--- src/rtl/cpu65xx_serial_alu.sv ---
// Byte-serial 65xx ALU: an 8-bit datapath steps through the operand one byte per cycle,
// LSB-first for add/shift-left and MSB-first for shift-right, with optional BCD adjust.
module cpu65xx_serial_alu #(
    parameter int unsigned WIDTH      = 16,
    parameter bit          DECIMAL_EN = 1'b1
) (
    input  logic             clk,
    input  logic             reset,
    input  logic             start,
    output logic             ready,
    output logic             done,
    input  logic [3:0]       operation,
    input  logic [2:0]       opExtension,
    input  logic [WIDTH-1:0] operandA,
    input  logic [WIDTH-1:0] operandB,
    input  logic             carryIn,
    input  logic             overflowIn,
    input  logic             decimalMode,
    output logic [WIDTH-1:0] result,
    output logic             carryOut,
    output logic             overflowOut,
    output logic             zero,
    output logic             negative
);

    localparam int unsigned BYTES    = WIDTH / 8;
    localparam logic [2:0]  LastStep = 3'(BYTES - 1);

    localparam logic [3:0] ALU_OP_ADC = 4'h0;
    localparam logic [3:0] ALU_OP_SBC = 4'h1;
    localparam logic [3:0] ALU_OP_CMP = 4'h2;
    localparam logic [3:0] ALU_OP_AND = 4'h3;
    localparam logic [3:0] ALU_OP_OR  = 4'h4;
    localparam logic [3:0] ALU_OP_EOR = 4'h5;
    localparam logic [3:0] ALU_OP_BIT = 4'h6;
    localparam logic [3:0] ALU_OP_INC = 4'h7;
    localparam logic [3:0] ALU_OP_DEC = 4'h8;
    localparam logic [3:0] ALU_OP_SGL = 4'h9;

    localparam logic [2:0] ALU_SOP_ASL = 3'd0;
    localparam logic [2:0] ALU_SOP_LSR = 3'd1;
    localparam logic [2:0] ALU_SOP_ROL = 3'd2;
    localparam logic [2:0] ALU_SOP_ROR = 3'd3;

    typedef enum logic [1:0] {StIdle, StRun, StDone} state_e;

    state_e             state_q;
    logic [3:0]         op_q;
    logic [2:0]         sop_q;
    logic [WIDTH-1:0]   a_q, b_q, work_q, result_q;
    logic               cin_q, vin_q, dec_q, chain_q, zacc_q, done_q;
    logic [2:0]         step_q;
    logic               carry_q, ovf_q, zero_q, neg_q;

    logic               is_shift, msb_first, bcd_add, bcd_sub, chain_init;
    logic [2:0]         idx;
    logic [5:0]         sh;
    logic [7:0]         a_byte, b_byte, b_term, byte_out;
    logic [4:0]         lo_raw, hi_raw;
    logic               lo_c, hi_c, chain_d;
    logic [3:0]         lo_n, hi_n;
    logic [WIDTH-1:0]   work_d;
    logic               bp_msb, carry_fin, ovf_fin, neg_fin;

    always_comb begin
        chain_init = 1'b0;
        case (operation)
            ALU_OP_ADC, ALU_OP_SBC: chain_init = carryIn;
            ALU_OP_CMP, ALU_OP_INC: chain_init = 1'b1;
            ALU_OP_SGL: chain_init = carryIn &&
                                     (opExtension == ALU_SOP_ROL || opExtension == ALU_SOP_ROR);
            default:    chain_init = 1'b0;
        endcase
    end

    always_comb begin
        is_shift  = (op_q == ALU_OP_SGL) && (sop_q <= ALU_SOP_ROR);
        msb_first = (op_q == ALU_OP_SGL) && (sop_q == ALU_SOP_LSR || sop_q == ALU_SOP_ROR);
        idx       = msb_first ? (LastStep - step_q) : step_q;
        sh        = {idx, 3'b000};
        a_byte    = 8'(a_q >> sh);
        b_byte    = 8'(b_q >> sh);

        case (op_q)
            ALU_OP_SBC, ALU_OP_CMP: b_term = ~b_byte;
            ALU_OP_INC:             b_term = 8'h00;
            ALU_OP_DEC:             b_term = 8'hFF;
            default:                b_term = b_byte;
        endcase

        bcd_add = DECIMAL_EN && dec_q && (op_q == ALU_OP_ADC);
        bcd_sub = DECIMAL_EN && dec_q && (op_q == ALU_OP_SBC);

        // Subtraction works on A + ~B, so its nibble borrow is the binary nibble carry.
        lo_raw = {1'b0, a_byte[3:0]} + {1'b0, b_term[3:0]} + {4'b0, chain_q};
        if (bcd_add) begin
            lo_c = lo_raw > 5'd9;
            lo_n = lo_c ? lo_raw[3:0] + 4'd6 : lo_raw[3:0];
        end else if (bcd_sub) begin
            lo_c = lo_raw[4];
            lo_n = lo_c ? lo_raw[3:0] : lo_raw[3:0] + 4'd10;
        end else begin
            lo_c = lo_raw[4];
            lo_n = lo_raw[3:0];
        end

        hi_raw = {1'b0, a_byte[7:4]} + {1'b0, b_term[7:4]} + {4'b0, lo_c};
        if (bcd_add) begin
            hi_c = hi_raw > 5'd9;
            hi_n = hi_c ? hi_raw[3:0] + 4'd6 : hi_raw[3:0];
        end else if (bcd_sub) begin
            hi_c = hi_raw[4];
            hi_n = hi_c ? hi_raw[3:0] : hi_raw[3:0] + 4'd10;
        end else begin
            hi_c = hi_raw[4];
            hi_n = hi_raw[3:0];
        end

        byte_out = 8'h00;
        chain_d  = chain_q;
        case (op_q)
            ALU_OP_ADC, ALU_OP_SBC, ALU_OP_CMP, ALU_OP_INC, ALU_OP_DEC: begin
                byte_out = {hi_n, lo_n};
                chain_d  = hi_c;
            end
            ALU_OP_AND, ALU_OP_BIT: byte_out = a_byte & b_byte;
            ALU_OP_OR:              byte_out = a_byte | b_byte;
            ALU_OP_EOR:             byte_out = a_byte ^ b_byte;
            ALU_OP_SGL: begin
                if (is_shift && msb_first) begin
                    byte_out = {chain_q, a_byte[7:1]};
                    chain_d  = a_byte[0];
                end else if (is_shift) begin
                    byte_out = {a_byte[6:0], chain_q};
                    chain_d  = a_byte[7];
                end
            end
            default: byte_out = 8'h00;
        endcase

        work_d = (work_q & ~(WIDTH'(8'hFF) << sh)) | (WIDTH'(byte_out) << sh);

        carry_fin = (op_q == ALU_OP_ADC || op_q == ALU_OP_SBC || op_q == ALU_OP_CMP || is_shift)
                    ? chain_q : cin_q;
        bp_msb    = (op_q == ALU_OP_SBC) ? ~b_q[WIDTH-1] : b_q[WIDTH-1];
        case (op_q)
            ALU_OP_ADC, ALU_OP_SBC: ovf_fin = a_q[WIDTH-1] ^ bp_msb ^ work_q[WIDTH-1] ^ chain_q;
            ALU_OP_BIT:             ovf_fin = b_q[WIDTH-2];
            default:                ovf_fin = vin_q;
        endcase
        neg_fin = (op_q == ALU_OP_BIT) ? b_q[WIDTH-1] : work_q[WIDTH-1];
    end

    always_ff @(posedge clk) begin
        if (reset) begin
            state_q  <= StIdle;
            op_q     <= '0;
            sop_q    <= '0;
            a_q      <= '0;
            b_q      <= '0;
            cin_q    <= 1'b0;
            vin_q    <= 1'b0;
            dec_q    <= 1'b0;
            chain_q  <= 1'b0;
            step_q   <= '0;
            work_q   <= '0;
            zacc_q   <= 1'b0;
            done_q   <= 1'b0;
            result_q <= '0;
            carry_q  <= 1'b0;
            ovf_q    <= 1'b0;
            zero_q   <= 1'b0;
            neg_q    <= 1'b0;
        end else begin
            done_q <= 1'b0;
            case (state_q)
                StIdle: begin
                    if (start) begin
                        op_q    <= operation;
                        sop_q   <= opExtension;
                        a_q     <= operandA;
                        b_q     <= operandB;
                        cin_q   <= carryIn;
                        vin_q   <= overflowIn;
                        dec_q   <= decimalMode;
                        chain_q <= chain_init;
                        step_q  <= '0;
                        work_q  <= '0;
                        zacc_q  <= 1'b1;
                        state_q <= StRun;
                    end
                end
                StRun: begin
                    work_q  <= work_d;
                    chain_q <= chain_d;
                    zacc_q  <= zacc_q & (byte_out == 8'h00);
                    step_q  <= step_q + 3'd1;
                    if (step_q == LastStep) state_q <= StDone;
                end
                StDone: begin
                    // Final flags need the last chain carry and the finished MSB byte.
                    result_q <= work_q;
                    carry_q  <= carry_fin;
                    ovf_q    <= ovf_fin;
                    zero_q   <= zacc_q;
                    neg_q    <= neg_fin;
                    done_q   <= 1'b1;
                    state_q  <= StIdle;
                end
                default: state_q <= StIdle;
            endcase
        end
    end

    assign ready       = (state_q == StIdle);
    assign done        = done_q;
    assign result      = result_q;
    assign carryOut    = carry_q;
    assign overflowOut = ovf_q;
    assign zero        = zero_q;
    assign negative    = neg_q;

endmodule
--- config.mk ---
export PLATFORM = sky130hd
export DESIGN_NAME = cpu65xx_serial_alu
export DESIGN_NICKNAME = d
export VERILOG_FILES = /design/src/rtl/cpu65xx_serial_alu.sv
export SDC_FILE = /design/constraint.sdc
export NUM_CORES = 1
export LEC_CHECK = 0
export ABC_AREA = 1
export CAP_MARGIN = 25
export CORE_MARGIN = 2
export CORE_UTILIZATION = 52
export CTS_BUF_LIST = sky130_fd_sc_hd__clkbuf_8
export DETAILED_ROUTE_END_ITERATION = 12
export GPL_ROUTABILITY_DRIVEN = 0
export GPL_TIMING_DRIVEN = 0
export PLACE_DENSITY = 0.84
export SLEW_MARGIN = 10
export SYNTH_ARGS = -nofsm -noshare
export SYNTH_HDL_FRONTEND = slang
export SYNTH_SLANG_ARGS = --single-unit
--- constraint.sdc ---
create_clock -name clk -period 5.8 [get_ports clk]
set_clock_uncertainty 0.05 [all_clocks]
set_input_delay 1.16 -clock clk [delete_from_list [all_inputs] [get_ports clk]]
set_output_delay 1.16 -clock clk [all_outputs]
set_load 0.05 [all_outputs]
==> impl_metrics.toml <==
[run_status]
status = "finished, final reports clean"

[clocking]
cts_sinks = 85
htreeDepth = 3
cts_tree = "built"
cts_root_buf = "clkbuf_8"
clkTransAtPathRegs_ns = 0.09
holdBufCountCts = 0
clockBufferDepth = 2
cts_buffers = 9
clkLatencyLatePin_ns = 0.37

[timing]
tns_ns = 0
timing.hold.ws_ns = 0.422
drv_slew = 0
tightest_slew_ns = 0.789
setup_viol = 0
hold_viol = 0
period_share = 0.978
slew_headroom = 0.472
period_needed_ns = 5.67
fin_ws_ns = 0.126
max_clock_freq_ghz = 0.176

[synth]
synth_simple_gate_area_frac = 0.293
synth_top_family_by_area = "simple AND/OR/NAND/NOR gates"
ys_seq_area_frac = 0.325
synthMuxAreaShare = 0
synth_edf_count = 0
ys_types = 45
synth_seq_cells = 85
synthArstFlopShare = 0
ys.warnings.count = 0
yosysTopAreaCell = "dfxtp_1"
synth_cells = 749
synthAdderAreaFrac = 0.0846
synth_xor_xnor_area_share = 0.00669
synthTopCellsByArea = "dfxtp_1, nor2_1, nand2_1"
syn_area_sq_um = 5240
synth_top_cell_area_share = 0.325
syn-num-nets = 827
synth.top_cells.by_count = "nor2_1, nand2_1, dfxtp_1"
synth_compound_area_frac = 0.206
synth.most_common_cell = "nor2_1"
synth_ff_type = "dfxtp_1"
syn_area_per_cell_sq_um = 6.99

[place]
port_buffers = 66
hpwl_microns = 11200
pre_cts_slack_ns = -0.645
dpl-instance-area_sq_um = 6060

[detailed_routing]
via_per_inst = 5.72
drt-met1-wl_microns = 6010
drt-total-wl_microns = 15600
top_layer = "met4"
drt_iter0_markers = 642
wl_met3_microns = 1340
drt_first_pass_iters = 5
vias = 5615
met2RoutedLength_microns = 7630
detail-route-antenna-nets = 0
drc_errors = 0
routedWlPerCell_microns = 15.9

[pwr]
power-per-cell-area_nw_per_um2 = 318
p_leak_nw = 2.84
power_mw = 2.09
ir_drop_v = 0.000189

[finish]
drive_gt1_frac = 0.141
final_area_sq_um = 6580
syn_to_final_growth_pct = 25.6
multi_input_area_sq_um = 3190
layout.area.seq_sq_um = 1720
final_nets = 922
n_antenna_cell = 0
fillCellCount = 792

[critical_path]
crit_type = "reg -> reg"
crit_required_ns = 6.00
worst_setup_path_end_kind = "flop"
cp_slowest_cell = "fa_2"
cp.arrival_ns = 5.87
r2r_cells = 33
regToRegStartpoint = "step_q[2]"
r2r-end = "work_q[6]"
worstSetupStartpointType = "flop"
r2r_slack_ns = 0.13
cp_max_fo = 5
cp_slowest_stage_delay_ns = 0.56

[grt]
grt_start_max_net_pins = 15
grt_usage = 0.280
grt-ovfl-total = 0
grt_pass1_vias = 5381
grt_pass1_wl_microns = 25100
antenna_found_initial = 0

[floorplanning]
num_rows = 36
die_height_microns = 104
start_util = 0.536
die_w_microns = 104
ioPinCount = 67
die-area_sq_um = 10900
fp.coreArea_sq_um = 9770

[hold_path]
hold_path_depth = 2
hold_path.class = "reg -> reg"
hold_start = "a_q[9]"
hold_end = "a_q[9]"

[flow_run]
maxCapViolations = 0
==> per-stage QoR <==
stage | cells | utilization
after detailed placement | 948 | 0.620
final | 982 | 0.673
after floorplan | 749 | -
after CTS | 970 | 0.656
after global placement | 948 | 0.620
after global routing | 982 | 0.673
==> how the worst max path moves through the flow <==
| stage | from | to | cells past startpoint |
|---|---|---|---|
| 2_1_floorplan | step_q[1] | zacc_q | 35 |
| 3_3_place_gp | step_q[1] | zacc_q | 35 |
| 3_5_place_dp | step_q[1] | zacc_q | 36 |
| 4_1_cts | step_q[1] | zacc_q | 35 |
| 5_1_grt | step_q[2] | work_q[6] | 33 |
| 6_report | step_q[2] | work_q[6] | 33 |
==> power breakdown <==
group          switching [mW]  internal (mW)  total [mW]
combinational           0.569          0.344       0.913
clock                   0.220          0.298       0.518
sequential             0.0349          0.626       0.661
total                   0.824           1.27        2.09
==> cell usage in the layout (no fill, tap or decap), types with 3 or more instances in the layout <==
| cell | count |
|---|---|
| inv_1 | 67 |
| nor2_4 | 4 |
| dfxtp_2 | 4 |
| clkdlybuf4s50_1 | 66 |
| fa_2 | 4 |
| nor2_1 | 145 |
| xor2_1 | 3 |
| bufinv_16 | 3 |
| nand2_4 | 5 |
| buf_6 | 3 |
| clkbuf_1 | 22 |
| nand2_1 | 105 |
| a22oi_2 | 5 |
| a21oi_1 | 55 |
| nand3_4 | 3 |
| o211ai_1 | 5 |
| nor3_1 | 5 |
| inv_2 | 9 |
| buf_4 | 19 |
| a221oi_1 | 4 |
| nand2_2 | 7 |
| o21ai_0 | 76 |
| inv_4 | 3 |
| o21ai_1 | 22 |
| nand3_1 | 30 |
| dfxtp_1 | 78 |
| nand3_2 | 16 |
| a211oi_1 | 3 |
| dfxtp_4 | 3 |
| ha_1 | 27 |
| clkbuf_8 | 11 |
==> kinds of logic (layout without fill, tap and decap cells) <==
logic type,Yosys count,in the layout
and+or+nand+nor,332,332
buffers and inverters,108,208
DFF,85,85
adders and majority gates,33,33
AOI/OAI and AO/OA,187,187
xor gates and xnor gates,4,4
==> repair_timing <==
item / in CTS / in global routing
setup buffers: 7 / 12
pin swaps: 4 / 14
resized for setup: 13 / 32
setup endpoints to repair: 8 / 8
==> area by class of cell <==
| class | instances | share of cell area |
|---|---|---|
| Buffer | 27 | 0.0205 |
| Clock buffer | 10 | 0.0209 |
| Clock inverter | 6 | 0.0167 |
| Inverter | 80 | 0.0487 |
| Multi-Input combinational cell | 556 | 0.484 |
| Sequential cell | 85 | 0.261 |
| Tap cell | 133 | 0.0253 |
| Timing Repair Buffer | 85 | 0.122 |
==> critical path: cells and delay by family, from the launching register on <==
kind	cells	cell delay [ns]
adders and majority gates	6	2.21
DFF	1	0.40
and+or+nand+nor	13	1.29
AOI/OAI and AO/OA	7	1.01
buffers and inverters	7	0.61
==> sequential cells by signal, summed over array words and instances (netlist names), 2 cells and up <==
name / cells
a_q: 16
work_q: 16
state_q: 2
op_q: 4
step_q: 3
sop_q: 2
b_q: 16
result: 16
==> routing by layer <==
metal / vias to the layer above / global-route usage
met5: - / 0
li1: 2662 / -
met4: 0 / 0.163
met2: 301 / 0.477
met1: 2577 / 0.329
met3: 75 / 0.0501
Note: power is estimated with default switching activity, not from simulation.
